<file path="src/rtl/cpc_mem_pkg.sv">
// Shared memory-side types and constants for the cache/memory path.
// Holds bus width defaults, the memory-mapped I/O addresses, and the arbiter state and owner enums.
package cpc_mem_pkg;

    localparam int ADDR_W = 32;
    localparam int BLK_W  = 256;

    localparam logic [31:0] STDOUT_ADDR = 32'hF000_0000;
    localparam logic [31:0] EXIT_ADDR   = 32'hF000_0004;

    typedef enum logic [1:0] {
        IDLE,
        IBUSY,
        DBUSY,
        RESP
    } state_t;

    typedef enum logic {
        OWN_I,
        OWN_D
    } owner_t;

endpackage

</file>
<file path="src/rtl/mem_arbiter.sv">
// Round-robin arbiter that lets the icache and dcache share one memory port. A request is served in memory latency + 2 cycles.
// Requesters hold their request until their ack pulse. Memory stalls the winner by holding ackm_n high.
module mem_arbiter #(
    parameter int ADDR_W = cpc_mem_pkg::ADDR_W,
    parameter int BLK_W  = cpc_mem_pkg::BLK_W,
    parameter int CNT_W  = 32
) (
    input  logic              clk,
    input  logic              rst,
    input  logic [ADDR_W-1:0] iad,
    input  logic              imreq,
    output logic [BLK_W-1:0]  idt,
    output logic              acki_n,
    input  logic [ADDR_W-1:0] dad,
    input  logic              dmreq,
    input  logic              dmwrite,
    input  logic [BLK_W-1:0]  dwdt,
    output logic [BLK_W-1:0]  drdt,
    output logic              ackd_n,
    output logic [ADDR_W-1:0] mad,
    output logic              mreq,
    output logic              mwrite,
    output logic [BLK_W-1:0]  mwdt,
    input  logic [BLK_W-1:0]  mrdt,
    input  logic              ackm_n,
    output logic [CNT_W-1:0]  igrant_cnt,
    output logic [CNT_W-1:0]  dgrant_cnt
);
    import cpc_mem_pkg::*;

    state_t state;
    owner_t last;

    // On a tie, the port that was not served last wins.
    function automatic logic pick_d(input logic ireq, input logic dreq, input owner_t prev);
        return dreq && (!ireq || prev == OWN_I);
    endfunction

    always_ff @(posedge clk) begin
        if (!rst) begin
            state      <= IDLE;
            last       <= OWN_I;
            mreq       <= 1'b0;
            mwrite     <= 1'b0;
            mad        <= '0;
            mwdt       <= '0;
            acki_n     <= 1'b1;
            ackd_n     <= 1'b1;
            idt        <= '0;
            drdt       <= '0;
            igrant_cnt <= '0;
            dgrant_cnt <= '0;
        end else begin
            acki_n <= 1'b1;
            ackd_n <= 1'b1;
            case (state)
                IDLE: begin
                    if (pick_d(imreq, dmreq, last)) begin
                        mad    <= dad;
                        mwrite <= dmwrite;
                        mwdt   <= dwdt;
                        mreq   <= 1'b1;
                        state  <= DBUSY;
                    end else if (imreq) begin
                        mad    <= iad;
                        mwrite <= 1'b0;
                        mreq   <= 1'b1;
                        state  <= IBUSY;
                    end
                end
                IBUSY: begin
                    if (!ackm_n) begin
                        idt    <= mrdt;
                        last   <= OWN_I;
                        acki_n <= 1'b0;
                        mreq   <= 1'b0;
                        if (igrant_cnt != {CNT_W{1'b1}})
                            igrant_cnt <= igrant_cnt + CNT_W'(1);
                        state  <= RESP;
                    end
                end
                DBUSY: begin
                    if (!ackm_n) begin
                        if (!mwrite)
                            drdt <= mrdt;
                        last   <= OWN_D;
                        ackd_n <= 1'b0;
                        mreq   <= 1'b0;
                        mwrite <= 1'b0;
                        if (dgrant_cnt != {CNT_W{1'b1}})
                            dgrant_cnt <= dgrant_cnt + CNT_W'(1);
                        state  <= RESP;
                    end
                end
                default: state <= IDLE;
            endcase
        end
    end

endmodule
</file>
<file path="config.mk">
export PLATFORM = sky130hd
export DESIGN_NAME = mem_arbiter
export DESIGN_NICKNAME = d
export VERILOG_FILES = /design/src/rtl/cpc_mem_pkg.sv /design/src/rtl/mem_arbiter.sv
export SDC_FILE = /design/constraint.sdc
export NUM_CORES = 2
export LEC_CHECK = 0
export CORE_AREA = 2 2 567 569
export DETAILED_ROUTE_END_ITERATION = 12
export DIE_AREA = 0 0 569 571
export GPL_ROUTABILITY_DRIVEN = 0
export HOLD_SLACK_MARGIN = 0.12
export PLACE_DENSITY = 0.32
export SYNTH_ARGS = -nofsm -noshare
export SYNTH_HDL_FRONTEND = slang
export SYNTH_SLANG_ARGS = --single-unit
</file>
<file path="constraint.sdc">
create_clock -name clk -period 6.31 [get_ports clk]
set_input_delay 1.5775 -clock clk [delete_from_list [all_inputs] [get_ports clk]]
set_output_delay 1.5775 -clock clk [all_outputs]
set_load 0.05 [all_outputs]
</file>
[After elaboration in Yosys (flattened, before gate mapping)]
Cells that the tools add are included.
Storage, ports and cells
  register bits after elaboration: 871
  input bits: 582
  word-level logic and storage cells: 62
Operators by class
  equal/unequal tests: 8
  bitwise operators: 3
  multiplexer cells: 16
  reductions and logical operators: 21
  add/subtract/negate cells: 2
Operators by type and width (count)
  $add 32x1->32 const B: 2
  $mux 32: 2
  $ne 32x32->1 const B: 2
  $reduce_and 3->1: 6
  $reduce_and 2->1: 6
  $reduce_bool 2->1: 4
  $mux 1: 7
  $mux 2: 3
  $ne 2x2->1 const B: 3
  $pmux 1 s2: 3
  $pmux 2 s2: 1
  $ne 3x3->1 const B: 1
  $not 1->1: 3
  $eq 2x1->1 const B: 1
  $eq 2x2->1 const B: 1
  $logic_not 2->1: 1
  $reduce_or 2->1: 1
  $logic_and 1x1->1: 1
  $logic_not 1->1: 1
  $logic_or 1x1->1: 1

[Longest topological paths before layout]
  depth in word-level cells: 5
  mapped depth: 9

[Worst setup path before layout]
Ideal clock, no wire load.
  kind: in2reg
  start: in ackm_n
  end: reg igrant_cnt[31]
  library setup time: 0.070 ns
  setup slack: 3.162 ns
  cell stages on the path: 5
  arrival time: 3.078 ns
  data required time: 6.240 ns
  path through: nand4b_2 -> or3_4 -> or4_4 -> or3_1 -> a21oi_1
Between the ends
  word-level cells in the longest chain between the ends: 2
RTL lines
  start: declaration: line mem_arbiter.sv:25  | input logic ackm_n,
  $not 1->1 (no source line)
  $reduce_and 3->1 (no source line)
  end signal: assignment: line mem_arbiter.sv:78  | igrant_cnt <= igrant_cnt + CNT_W'(1);
  end: declaration: line mem_arbiter.sv:26  | output logic [CNT_W-1:0] igrant_cnt,
Every way passes these cells.
A chain may end at the register's enable or synchronous reset.

[Final worst setup path]
  start: reg mad[21]
  end: out mad[21]
RTL lines
  start: declaration: line mem_arbiter.sv:20  | output logic [ADDR_W-1:0] mad,
  start signal: assignment: line mem_arbiter.sv:65  | mad <= iad;
No word-level cell between the ends.

==> results.yml <==
outcome:
  status: "finished clean"
power:
  swShare_pct: 40.8
  p_int_w: 0.0124
  peakVddDrop_mv: 0.211
  p_leak_nw: 17.7
  power_density_mw_per_mm2: 387
  combPwrFrac_pct: 35.1
  p_seq_share_pct: 31.5
  switching_power_w: 0.00858
  p_clk_share_pct: 33.3
place:
  place_ws_ns: 1.51
  placed_cells_incl_taps: 9319
  dpl.hpwl_mm: 199
  post_dp_cell_area_mm2: 0.0503
  port_buffers: 1449
timing:
  hold_ws_ns: 0.453
  slew_headroom_pct: 20.8
  timing_hold_violations_final: 0
  worst_pin_slew_ns: 1.19
  final.setup.worst_slack_ns: 2.31
  final.setup_skew_ns: 0.0959
  fmax_mhz: 250
  period_share_pct: 63.4
  maxSlewViolCount: 0
  rsz0062_at_grt: "false"
  tns_ns: 0
  min_period_ns: 4.00
  setup_viol: 0
grt:
  grt_usage_pct: 14.4
  gr-total-overflow: 0
  antenna_found_initial: 171
  grt_max_degree: 131
  grt_pass1_vias: 32217
  grt_pass1_wl_mm: 316
layout:
  fin_cells: 9585
  seqCellArea_mm2: 0.0174
  final.fill_count: 36013
  final_cell_mix: "nand2_1, clkdlybuf4s50_1, dfxtp_1"
  layout.nets: 5828
  drive_above_1_share_pct: 4.82
  postLayoutCellArea_mm2: 0.0544
  layout-area-overhead-vs-synth_pct: 75.8
  final_common_cell: "nand2_1"
  multi_input_area_mm2: 0.0124
synthesis:
  avgSynthCellArea_um2: 7.92
  syn_area_mm2: 0.0309
  synth_area_leader_cell: "dfxtp_1"
  synth_edf_count: 0
  yosys_warnings: 0
  ys_top_cells_by_area: "dfxtp_1, nand2_1, a21oi_1, clkbuf_1, mux2i_1"
  ys_seq_elements: 871
  seq_area_frac_synth_pct: 56.3
  synthCells: 3905
  synth_top_area_share_pct: 56.3
  synth_fp_nets: 4493
  ys_types: 46
  async_flop_share_pct: 0
  synth_ff_type: "dfxtp_1"
hold_path:
  hp-class: "reg -> reg"
  whs_path_depth: 2
setup_path:
  reg2reg_from: "state[0]"
  rr_endpoint: "drdt[50]"
  cpLargestDelayFamily: "buffers and inverters"
  cp_cell_sequence: "clkdlybuf4s50_1"
  path_class: "reg -> out"
  worst_path_max_delay_cell: "clkdlybuf4s50_1"
  slowest_delay_ns: 1.19
  crit_path_end: "mad[21]"
  crit_path_start_kind: "register"
  cp_max_fo: 2
  rrSetupSlack_ns: 3.08
  rr_worst_depth: 7
  path_buf_inv: 1
  cp_data_arrival_time_ns: 2.43
  critPathRequiredTime_ns: 4.73
  startpoint: "mad[21]"
  cp.depth: 1
  critPathCaptureType: "output port"
drt:
  vias_per_cell: 3.48
  wl_mm: 245
  wire_per_inst_um: 25.6
  route.detailed.drc: 0
  vias: 33357
  dr.pass1.iters: 5
  drt_iter0_drc: 1812
  ant_nets: 0
cts:
  cts.reportedPaths.clkPinSlew_ns: 0.06
  ctsHoldBuffers: 0
  post_cts_buffers: 0
  cts_sinks: 871
  root_buffer: "clkbuf_16"
  cts_tree: "yes"
  h-tree-depth: 3
  clock_latency_ns: 0.88
  tritoncts.num_buffers: 119
  clockBufferDepth: 4
  cts_resized: 0
floorplanning:
  die_area_mm2: 0.325
  core_area_mm2: 0.319
  placementRows: 208
  io_pins: 1450
  start_util_pct: 9.69
  fp.dieW_um: 569
  die_h_um: 571
run:
  max_cap_violations: 0
==> worst min-delay path by stage <==
stage / from / endpoint / slack (ns)
floorplan: last / last / 0.45
global placement: idt[146] / idt[146] / 0.44
detailed placement: idt[115] / idt[115] / 0.45
CTS: idt[115] / idt[115] / 0.45
global route: idt[22] / idt[22] / 0.47
finish: idt[77] / idt[77] / 0.45
==> registers in the layout (all words and copies together) (netlist names) <==
register,count
ackd_n,1
idt,256
igrant_cnt,32
mwrite,1
acki_n,1
mreq,1
dgrant_cnt,32
state,2
mwdt,256
mad,32
last,1
drdt,256
==> synthesized netlist by cell type, drive strengths merged, types with 4 or more instances <==
master	count
a211oi	39
o21ai	21
o31ai	16
xnor2	18
clkbuf	256
and3	10
nor2	69
mux2i	34
nand2b	6
or4	17
a21oi	811
nand2	1568
or3	20
and4	9
inv	14
dfxtp	871
ha	6
buf	35
o21a	4
nand3	20
nand4	19
nor3	4
==> worst reg2reg max path, delay by kind of cell, from the launching register on <==
kind / cells / cell delay (ns)
flops: 1 / 0.34
buf+inv: 2 / 0.57
fa+ha+maj: 1 / 0.24
simple gates: 3 / 1.87
compound gates: 1 / 0.08
==> cell families (layout without fill, tap and decap cells) <==
logic type               count (synthesis)  count (layout)  share of synthesized area, %
buffers and inverters                  305            1735                          3.82
AND/OR/NAND/NOR                       1760            1760                          22.5
other                                    0              50                             0
multiplexers                            34              34                          1.10
XOR/XNOR                                21              21                         0.594
flip-flops                             871             871                          56.3
adder cells (fa/ha/maj)                  6               6                         0.243
AO/OA/AOI/OAI                          908             908                          15.3
==> through the flow <==
stage | util [%] | total power, W
3_3_place_gp | 15.7 | 0.0143
5_1_grt | 17.0 | 0.0220
3_5_place_dp | 15.7 | 0.0143
2_1_floorplan | - | 0.0107
6_report | 17.0 | 0.0210
4_1_cts | 17.0 | 0.0215
==> layout make-up <==
cell class	instances	area share [%]
inverter	14	0.110
multi-input combinational	2729	22.8
clock inverter	32	0.757
tap	4200	9.66
timing repair buffer	1505	27.8
antenna	50	0.230
sequential	871	32.1
clock buffer	184	6.59
==> power groups by stage <==
| stage | Clock, W | Sequential [W] | Combinational (W) |
|---|---|---|---|
| finish | 0.00701 | 0.00663 | 0.00739 |
| global route | 0.00748 | 0.00671 | 0.00782 |
| CTS | 0.00732 | 0.00664 | 0.00755 |
| detailed placement | 0 | 0.00675 | 0.00754 |
| global placement | 0 | 0.00673 | 0.00754 |
| floorplan | 0 | 0.00896 | 0.00179 |
==> per-layer routing <==
metal | share of wire (%) | track usage, % | up-vias
met1 | 38 | 15.7 | 15804
met5 | 0.28 | 0 | -
met4 | 2.5 | 3.41 | 106
met3 | 14 | 8.96 | 428
met2 | 45 | 23.4 | 1420
li1 | - | - | 15599
(Power assumes the default switching activity.)
